## config.mk

```make
export PLATFORM = sky130hd
export DESIGN_NAME = traffic_light_monitor
export DESIGN_NICKNAME = d
export VERILOG_FILES = /design/src/rtl/traffic_light_monitor.sv
export SDC_FILE = /design/constraint.sdc
export NUM_CORES = 1
export LEC_CHECK = 0
export BUFFER_PORTS_ARGS = -buffer_cell sky130_fd_sc_hd__buf_2
export CAP_MARGIN = 20
export CORE_MARGIN = 5
export CORE_UTILIZATION = 50
export DETAILED_ROUTE_END_ITERATION = 8
export PLACE_DENSITY_LB_ADDON = 0.1
export SKIP_LAST_GASP = 1
export SYNTH_ARGS = -nofsm -noshare
export SYNTH_HDL_FRONTEND = slang
export SYNTH_SLANG_ARGS = --single-unit
```

## constraint.sdc

```tcl
create_clock -name clk -period 2.45 [get_ports clk]
set_input_delay 0 -clock clk [delete_from_list [all_inputs] [get_ports clk]]
set_output_delay 0 -clock clk [all_outputs]
set_load 0.02 [all_outputs]
```

## src/rtl/traffic_light_monitor.sv

```systemverilog
// Traffic light monitor: tracks the A/B signalling phase from the two light
// codes, classifies protocol violations and hands them out one at a time
// through a valid/ready error record with a saturating error counter.
module traffic_light_monitor #(
    parameter int YELLOW_CYCLES = 1,
    parameter int ERR_W         = 8
) (
    input  logic             clk,
    input  logic             rst,
    input  logic [1:0]       la,
    input  logic [1:0]       lb,
    input  logic             mon_en,
    input  logic             err_ready,
    input  logic             err_clr,
    output logic [2:0]       phase,
    output logic             err_valid,
    output logic [2:0]       err_code,
    output logic [2:0]       err_phase,
    output logic [ERR_W-1:0] err_cnt,
    output logic             err_ovf
);

    typedef enum logic [2:0] {
        SYNC   = 3'd0,
        A_GO   = 3'd1,
        A_WARN = 3'd2,
        B_GO   = 3'd3,
        B_WARN = 3'd4
    } phase_e;

    typedef enum logic [2:0] {
        ERR_NONE         = 3'd0,
        ERR_ILLEGAL      = 3'd1,
        ERR_CONFLICT     = 3'd2,
        ERR_BAD_TRANS    = 3'd3,
        ERR_YELLOW_SHORT = 3'd4,
        ERR_YELLOW_LONG  = 3'd5,
        ERR_ALL_RED      = 3'd6
    } err_e;

    localparam logic [1:0]       GREEN   = 2'b00;
    localparam logic [1:0]       YELLOW  = 2'b01;
    localparam logic [1:0]       RED     = 2'b10;
    localparam logic [1:0]       ILLEGAL = 2'b11;
    localparam logic [3:0]       YC      = 4'(YELLOW_CYCLES);
    localparam logic [ERR_W-1:0] CNT_MAX = '1;

    phase_e           phase_q, phase_d;
    logic [3:0]       ycnt_q, ycnt_d;
    logic             err_valid_q, err_valid_d;
    logic [2:0]       err_code_q, err_code_d;
    logic [2:0]       err_phase_q, err_phase_d;
    logic [ERR_W-1:0] err_cnt_q, err_cnt_d;
    logic             err_ovf_q, err_ovf_d;

    logic   is_ag, is_ay, is_bg, is_by;
    logic   legal, still_yellow, warn_exit;
    logic   err_det, err_accept, err_drop;
    phase_e ok_next;
    err_e   err_sel;

    assign is_ag = (la == GREEN)  && (lb == RED);
    assign is_ay = (la == YELLOW) && (lb == RED);
    assign is_bg = (la == RED)    && (lb == GREEN);
    assign is_by = (la == RED)    && (lb == YELLOW);

    // Phase tracking, yellow timing and prioritised error classification
    always_comb begin
        ok_next      = SYNC;
        legal        = 1'b0;
        still_yellow = 1'b0;
        warn_exit    = 1'b0;
        err_sel      = ERR_NONE;
        phase_d      = SYNC;
        ycnt_d       = 4'd0;

        case (phase_q)
            SYNC: begin
                legal = 1'b1;
                if (is_ag) begin
                    ok_next = A_GO;
                end else if (is_bg) begin
                    ok_next = B_GO;
                end
            end
            A_GO: begin
                if (is_ag) begin
                    legal   = 1'b1;
                    ok_next = A_GO;
                end else if (is_ay) begin
                    legal   = 1'b1;
                    ok_next = A_WARN;
                end
            end
            A_WARN: begin
                still_yellow = is_ay;
                warn_exit    = is_bg;
                if (is_ay) begin
                    legal   = 1'b1;
                    ok_next = A_WARN;
                end else if (is_bg) begin
                    legal   = 1'b1;
                    ok_next = B_GO;
                end
            end
            B_GO: begin
                if (is_bg) begin
                    legal   = 1'b1;
                    ok_next = B_GO;
                end else if (is_by) begin
                    legal   = 1'b1;
                    ok_next = B_WARN;
                end
            end
            B_WARN: begin
                still_yellow = is_by;
                warn_exit    = is_ag;
                if (is_by) begin
                    legal   = 1'b1;
                    ok_next = B_WARN;
                end else if (is_ag) begin
                    legal   = 1'b1;
                    ok_next = A_GO;
                end
            end
            default: begin
                legal   = 1'b0;
                ok_next = SYNC;
            end
        endcase

        if (mon_en && (phase_q != SYNC)) begin
            if ((la == ILLEGAL) || (lb == ILLEGAL)) begin
                err_sel = ERR_ILLEGAL;
            end else if ((la != RED) && (lb != RED)) begin
                err_sel = ERR_CONFLICT;
            end else if ((la == RED) && (lb == RED)) begin
                err_sel = ERR_ALL_RED;
            end else if (still_yellow && (ycnt_q >= YC)) begin
                err_sel = ERR_YELLOW_LONG;
            end else if (warn_exit && (ycnt_q < YC)) begin
                err_sel = ERR_YELLOW_SHORT;
            end else if (!legal) begin
                err_sel = ERR_BAD_TRANS;
            end
        end

        err_det = (err_sel != ERR_NONE);

        if (mon_en && !err_det) begin
            phase_d = ok_next;
        end

        if ((phase_d == A_WARN) || (phase_d == B_WARN)) begin
            if (phase_d == phase_q) begin
                ycnt_d = (ycnt_q == 4'hF) ? ycnt_q : ycnt_q + 4'd1;
            end else begin
                ycnt_d = 4'd1;
            end
        end
    end

    // Error record handshake, drop detection and saturating error counter
    always_comb begin
        err_valid_d = err_valid_q;
        err_code_d  = err_code_q;
        err_phase_d = err_phase_q;
        err_cnt_d   = err_cnt_q;
        err_ovf_d   = err_ovf_q;

        err_accept = err_det && (!err_valid_q || err_ready);
        err_drop   = err_det && err_valid_q && !err_ready;

        if (err_accept) begin
            err_valid_d = 1'b1;
            err_code_d  = err_sel;
            err_phase_d = phase_q;
        end else if (err_ready) begin
            err_valid_d = 1'b0;
        end

        if (err_clr) begin
            err_cnt_d = err_det ? ERR_W'(1) : '0;
            err_ovf_d = err_drop;
        end else begin
            if (err_det && (err_cnt_q != CNT_MAX)) begin
                err_cnt_d = err_cnt_q + ERR_W'(1);
            end
            err_ovf_d = err_ovf_q | err_drop;
        end
    end

    // State registers with synchronous reset
    always_ff @(posedge clk) begin
        if (rst) begin
            phase_q     <= SYNC;
            ycnt_q      <= 4'd0;
            err_valid_q <= 1'b0;
            err_code_q  <= 3'd0;
            err_phase_q <= 3'd0;
            err_cnt_q   <= '0;
            err_ovf_q   <= 1'b0;
        end else begin
            phase_q     <= phase_d;
            ycnt_q      <= ycnt_d;
            err_valid_q <= err_valid_d;
            err_code_q  <= err_code_d;
            err_phase_q <= err_phase_d;
            err_cnt_q   <= err_cnt_d;
            err_ovf_q   <= err_ovf_d;
        end
    end

    assign phase     = phase_q;
    assign err_valid = err_valid_q;
    assign err_code  = err_code_q;
    assign err_phase = err_phase_q;
    assign err_cnt   = err_cnt_q;
    assign err_ovf   = err_ovf_q;

endmodule

```

---- Word level (Yosys, flattened, before mapping) ----
Index checks and enable logic that the tools add are counted.
storage, ports and cells
  register bits after elaboration ......... 23
  latch bits .............................. 0
  RAM bits ................................ 0
  bits in read-only memories .............. 0
  input port bits ......................... 9
  output and inout port bits .............. 19
  logic and storage cells ................. 99
  memories ................................ 0
operators by class
  add/subtract/negate cells ............... 2
  multipliers ............................. 0
  div/mod/pow operators ................... 0
  $lt $le $gt $ge ......................... 2
  equal/unequal tests ..................... 18
  shift-type cells ........................ 0
  muxes and demuxes ....................... 37
  bitwise gates (word level) .............. 3
  reduce and logical (&&, ||, !) cells .... 29
operator list
  operator               number
  $mux W3                10
  $mux W8                2
  $mux W1                15
  $pmux W3 S5            1
  $logic_and A1 B1 Y1    14
  $mux W2                6
  $eq A3 B2 Y1 const B   3
  $add A8 B1 Y8 const B  1
  $eq A2 B2 Y1 const B   4
  $ne A8 B8 Y1 const B   1
  $eq A3 B3 Y1 const B   2
  $ne A2 B2 Y1 const B   3
  $reduce_bool A3 Y1     2
  $pmux W1 S5            1
  $add A4 B1 Y4 const B  1
  $eq A2 B1 Y1 const B   2
  $eq A4 B4 Y1 const B   1
  $ge A4 B1 Y1 const B   1
  $logic_not A2 Y1       2
  $lt A4 B1 Y1 const B   1
  $pmux W1 S2            2
  $reduce_bool A2 Y1     2
  $eq A3 B1 Y1 const B   1
  $eq A3 B3 Y1           1
  7 further kinds        12

---- Logic depth before layout (Yosys ltp) ----
  word-level depth ........................ 20
  mapped depth ............................ 9
  gate-level depth less buffers ........... 8

---- Worst setup path before layout ----
OpenSTA, ideal clock, no wires.
  kind .................................... reg-to-reg
  from .................................... reg phase_q[2] (netlist: phase[2])
  to ...................................... reg ycnt_q[2]
  library setup time ...................... 0.087 ns
  arrival ................................. 1.952 ns
  required time ........................... 2.363 ns
  path slack .............................. 0.411 ns
  cell stages (with the launch flop) ...... 8
  buffers on the path ..................... 1
  clock period less this slack ............ 2.039 ns
  cell sequence ........................... dfxtp_1 buf_2 nor4bb_1 o2111a_1 a211o_1 a311o_1 a22oi_2 nor4b_2
on the way
  longest elaborated chain between the ends .. 17
  elaborated cells between the ends (all ways) .. 31
  classes of those cells .................. 7 x eq/ne; 12 x mux; 2 x bitwise; 10 x reduce/logical
RTL lines
  what                                            RTL line  text
  from (decl)                                     48        phase_e phase_q, phase_d;
  from (signal assigned)                          204       phase_q <= phase_d;
  $eq A3 B3 Y1 (tied with other cells)            77        case (phase_q)
  $pmux W1 S5 or $pmux W1 S2 (tied branches)      77
  $mux W2 or $logic_and A1 B1 Y1 (tied branches)  143, 141
  $mux W3                                         141       end else if (warn_exit && (ycnt_q < YC)) begin
  $mux W3                                         139       end else if (still_yellow && (ycnt_q >= YC)) begin
  $mux W3                                         137       end else if ((la == RED) && (lb == RED)) begin
  $mux W3                                         135       end else if ((la != RED) && (lb != RED)) begin
  $mux W3                                         133       if ((la == ILLEGAL) || (lb == ILLEGAL)) begin
  $mux W3                                         132       if (mon_en && (phase_q != SYNC)) begin
  $reduce_bool A3 Y1                              148       err_det = (err_sel != ERR_NONE);
  $logic_not A1 Y1                                150       if (mon_en && !err_det) begin
  $logic_and A1 B1 Y1                             150
  $mux W3                                         150
  $eq A3 B2 Y1 or $eq A3 B3 Y1 (tied branches)    154       if ((phase_d == A_WARN) || (phase_d == B_WARN)) begin
  $logic_or A1 B1 Y1                              154
  $not A1 Y1 (no source line)                     --
  $reduce_or A3 Y1 (no source line) (*)           --
  to (signal assigned)                            205       ycnt_q <= ycnt_d;
  to (decl)                                       49        logic [3:0] ycnt_q, ycnt_d;
Every way passes the cells marked *; elsewhere a longest branch is shown, timed or not.
A chain may end at the register's enable or synchronous reset.

---- Worst setup path after layout ----
  from .................................... reg phase_q[2] (netlist: phase[2])
  to ...................................... reg err_phase_q[1] (netlist: err_phase[1])
on the way
  longest elaborated chain between the ends .. 11
  elaborated cells between the ends (all ways) .. 21
  classes of those cells .................. 4 x eq/ne; 10 x mux; 7 x reduce/logical
RTL lines
  what                                            RTL line  text
  $eq A3 B3 Y1 (tied with other cells)            77
  $pmux W1 S5 or $pmux W1 S2 (tied branches)      77
  $mux W2 or $logic_and A1 B1 Y1 (tied branches)  143, 141
  $mux W3                                         141
  $mux W3                                         139
  $mux W3                                         137
  $mux W3                                         135
  $mux W3                                         133
  $mux W3 (*)                                     132
  $reduce_bool A3 Y1 (*)                          148
  $logic_and A1 B1 Y1 (*)                         171       err_accept = err_det && (!err_valid_q || err_ready);
  to (signal assigned)                            208       err_phase_q <= err_phase_d;
  to (decl)                                       52        logic [2:0] err_phase_q, err_phase_d;
Marks and branches as above.

==> summary.txt <==
Outcome
  • Outcome: finished clean

Power and ir drop
  • Clock Power Share: 0.277
  • Switching Share: 0.294
  • Pleak: ~0.00071 uW
  • Internal power: ~480 uW
  • IR Drop Worst-Case VDD: 0.273 mV
  • Switching power summed over all nets: ~200 uW
  • Flop pwr share: 0.556
  • Power density normalized to cell area: 365 nW/um^2
  • Gate power share: 0.167

Worst setup path
  • Worst EP required: about 2700 ps
  • Worst Path Max Fanout: 11
  • Arrival time at the worst endpoint: roughly 2400 ps
  • Worst Setup End Kind: flip-flop
  • Crit path kind: reg2reg
  • Type of element launching the critical path: flip-flop

Route
  • Wire length per cell: about 15 um
  • Vias per cell: about 6.1
  • First-pass detailed-route iteration total: 6
  • Number of DRC violations after detailed routing: 0
  • DRT Wirelength: around 4200 um
  • Overall via count from detail_route: about 1700
  • ANT nets after route: 0
  • Iteration-0 DRC Markers: roughly 180

Synth
  • Count of state elements after synthesis: 23
  • Share of synthesized area occupied by flip-flops and latches: 0.275
  • Post-Synthesis Cell Area: roughly 1700 um^2
  • Async set or reset register ratio after synthesis: 0
  • Syn_nets: between 200 and 250
  • Count of synthesis-stage warnings from yosys: 0
  • Dominant register cell in the synthesized netlist: sky130_fd_sc_hd__dfxtp_1
  • Mapped Cells: 200
  • Post-synth EDFFs: 0
  • Distinct cell type count of the synthesized netlist: a little under 70
  • Post-Syn Area per Cell: 8.38 um^2

STA
  • Fin. max-slew vios: 0
  • Fin Setup TNS: 0 ps
  • Hold violation total from the final report: 0
  • Setup repair after global routing missed its margin: false
  • Shortest period the worst path allows: roughly 2200 ps
  • Worst hold slack: between 30 and 40 ps
  • Largest clock skew in the final design: about 18 ps
  • Setup Viol. Count Final: 0
  • Maximum clock frequency: around 460 MHz
  • Post-route clock period utilization: 0.889

Flow run
  • Number of max-cap violations: 0

Floorplanning
  • Width of the die: between 60 and 70 um
  • I/O pin total: 28
  • Core Rows: 21
  • Die Outline Area: around 4600 um^2
  • Height of the die: about 68 um
  • Starting density of the core: 0.510
  • Placeable Area: approximately 3300 um^2

Global route
  • GRT overflow: 0
  • Global-route wire length before repair: between 6000 and 7000 um
  • Antenna violations before repair: 0
  • Vias in the first global route: 1525
  • Pin count of the biggest net entering global routing: 20
  • Overall fraction of global-route tracks in use: 0.196

Cells and area
  • Area growth, synth to finish: 11.6%
  • Ratio of cells with drive above 1 in the final layout: 0.221
  • Post-layout utilization of the core: 0.569
  • Total Nets Final: 240
  • Antenna fix cells: 0

Min path
  • Worst hold path type: in2reg

Clock tree
  • Root Driver: sky130_fd_sc_hd__clkbuf_4
  • Clock-pin slew on the worst setup and hold paths: 150 ps
  • Post-CTS Repair Setup Buffers: 0
  • Number of buffers inserted during clock tree synthesis: 3
  • Number of sinks on the clock net: 23
  • H-tree lvl count: 1
  • Maximum root-to-sink buffer count: 2
  • Clock insertion delay at the later pin of the skew report: 330 ps
  • Clock tree from TritonCTS: yes

Placed design
  • Routability Congestion: 0.833
  • Post-detailed-placement half-perimeter wirelength: roughly 3100 um
  • Buffers on Ports: 27
-- metrics by stage --
step | total power, uW | cells | cell area (um^2) | setup slack [ps]
after floorplan | 474 | 200 | 1680 | 411
after global placement | 495 | 266 | 1820 | 268
after detailed placement | 497 | 266 | 1820 | 198
after CTS | 685 | 272 | 1870 | 184
after global routing | 715 | 272 | 1870 | 75.2
final | 683 | 272 | 1870 | 273
-- kinds of logic (layout without fill, tap and decap cells) --
kind of cell | count (synthesis) | in the layout | synth area share
buffers and inverters | 19 | 45 | 0.0665
multiplexers | 2 | 2 | 0.0119
adder cells (fa/ha/maj) | 4 | 4 | 0.0299
XOR/XNOR | 2 | 2 | 0.0105
other | 1 | 1 | 0.00224
AO/OA/AOI/OAI | 65 | 65 | 0.288
AND/OR/NAND/NOR | 84 | 84 | 0.317
flip-flops | 23 | 23 | 0.275
-- routing by layer --
| layer | routed length [um] | vias to the layer above | part of all wire | GRT usage |
|---|---|---|---|---|
| met1 | 1980 | 764 | 0.47 | 0.274 |
| met4 | 38 | 0 | 0.0091 | 0.0645 |
| met5 | 0 | - | 0 | 0 |
| met3 | 210 | 8 | 0.050 | 0.0312 |
| met2 | 1970 | 55 | 0.47 | 0.306 |
| li1 | - | 825 | - | - |
-- flip-flops by register name, summed over array words and instances (netlist names) --
| register | cells |
|---|---|
| err_ovf | 1 |
| phase | 3 |
| err_valid | 1 |
| err_phase | 3 |
| err_cnt | 8 |
| err_code | 3 |
| ycnt_q | 4 |
-- path summary, 6_finish.rpt --
path / to / slack [ps] / from / depth (start not counted)
setup / recovery: err_phase[1] / 270 / phase[2] / 7
setup reg to reg: err_phase[1] / 270 / phase[2] / 7
hold / removal: err_code[1] / 30 / rst / 2
hold reg to reg: err_ovf / 480 / err_ovf / 2
-- area by class of cell --
class	instances	area, um^2
multi-input cells	158	1100
inverters	7	26.3
repair buffers	34	193
clock buffers	3	22.5
clock inverters	1	5.00
well taps	46	57.6
flip-flops and latches	23	462
fillers	303	1420
-- power by group through the flow --
| stage | clock network, uW | logic (uW) | registers, uW |
|---|---|---|---|
| floorplan | 0 | 86.2 | 388 |
| global placement | 0 | 108 | 388 |
| detailed placement | 0 | 109 | 388 |
| CTS | 193 | 112 | 380 |
| global route | 210 | 125 | 380 |
| finish | 189 | 114 | 380 |
-- repair_timing --
item,in CTS,in global routing
endpoints found under the setup margin,0,1
resized for setup,0,1
hold endpoints to repair,3,0
hold buffers,2,0
-- placed cells by master, fill, tap and decap left out, types with 3 or more instances in the layout --
cell type / Yosys / routed
sky130_fd_sc_hd__buf_2: 5 / 27
sky130_fd_sc_hd__dfxtp_1: 23 / 22
sky130_fd_sc_hd__nor2_1: 17 / 17
sky130_fd_sc_hd__a21oi_1: 12 / 12
sky130_fd_sc_hd__o21ai_1: 10 / 10
sky130_fd_sc_hd__nand2_1: 9 / 9
sky130_fd_sc_hd__nor3_1: 7 / 7
sky130_fd_sc_hd__inv_1: 6 / 6
sky130_fd_sc_hd__nand4_1: 5 / 5
sky130_fd_sc_hd__nand2b_1: 5 / 5
sky130_fd_sc_hd__o21ai_0: 5 / 5
sky130_fd_sc_hd__nand3_1: 5 / 5
sky130_fd_sc_hd__buf_4: 1 / 5
sky130_fd_sc_hd__a31oi_1: 4 / 4
sky130_fd_sc_hd__ha_1: 4 / 4
sky130_fd_sc_hd__or3b_1: 3 / 3
sky130_fd_sc_hd__nand4bb_1: 3 / 3
sky130_fd_sc_hd__o211ai_1: 3 / 3
sky130_fd_sc_hd__and3_1: 3 / 3
sky130_fd_sc_hd__nor3b_1: 3 / 3
sky130_fd_sc_hd__nor2b_1: 3 / 3
sky130_fd_sc_hd__o41ai_1: 3 / 3
sky130_fd_sc_hd__or3_1: 3 / 3
sky130_fd_sc_hd__clkbuf_4: 0 / 3
-- critical path, stage by stage (launching register included) --
cell and delay, ps:
sky130_fd_sc_hd__dfxtp_1 540, sky130_fd_sc_hd__nor4bb_1 110, sky130_fd_sc_hd__o2111a_1 290, sky130_fd_sc_hd__a2111oi_2 380, sky130_fd_sc_hd__a21boi_4 390, sky130_fd_sc_hd__buf_4 210
sky130_fd_sc_hd__o21ai_1 80, sky130_fd_sc_hd__o41ai_1 70
-- synth_stat cells (all sizes together) (3+ instances only) --
cell type,n,area share
o211ai,3,0.013
or3,3,0.011
o21ai,15,0.045
buf,11,0.049
inv,6,0.013
ha,4,0.030
nand3,5,0.015
or3b,4,0.021
dfxtp,23,0.27
nor3b,5,0.028
nand2b,5,0.019
nand4bb,3,0.020
a21oi,12,0.036
o41ai,3,0.016
nand4,5,0.019
and3,3,0.011
nor2,17,0.038
nor3,8,0.027
nor2b,3,0.011
a31oi,4,0.015
nand2,9,0.020
Power figures use the tool's default switching activity.
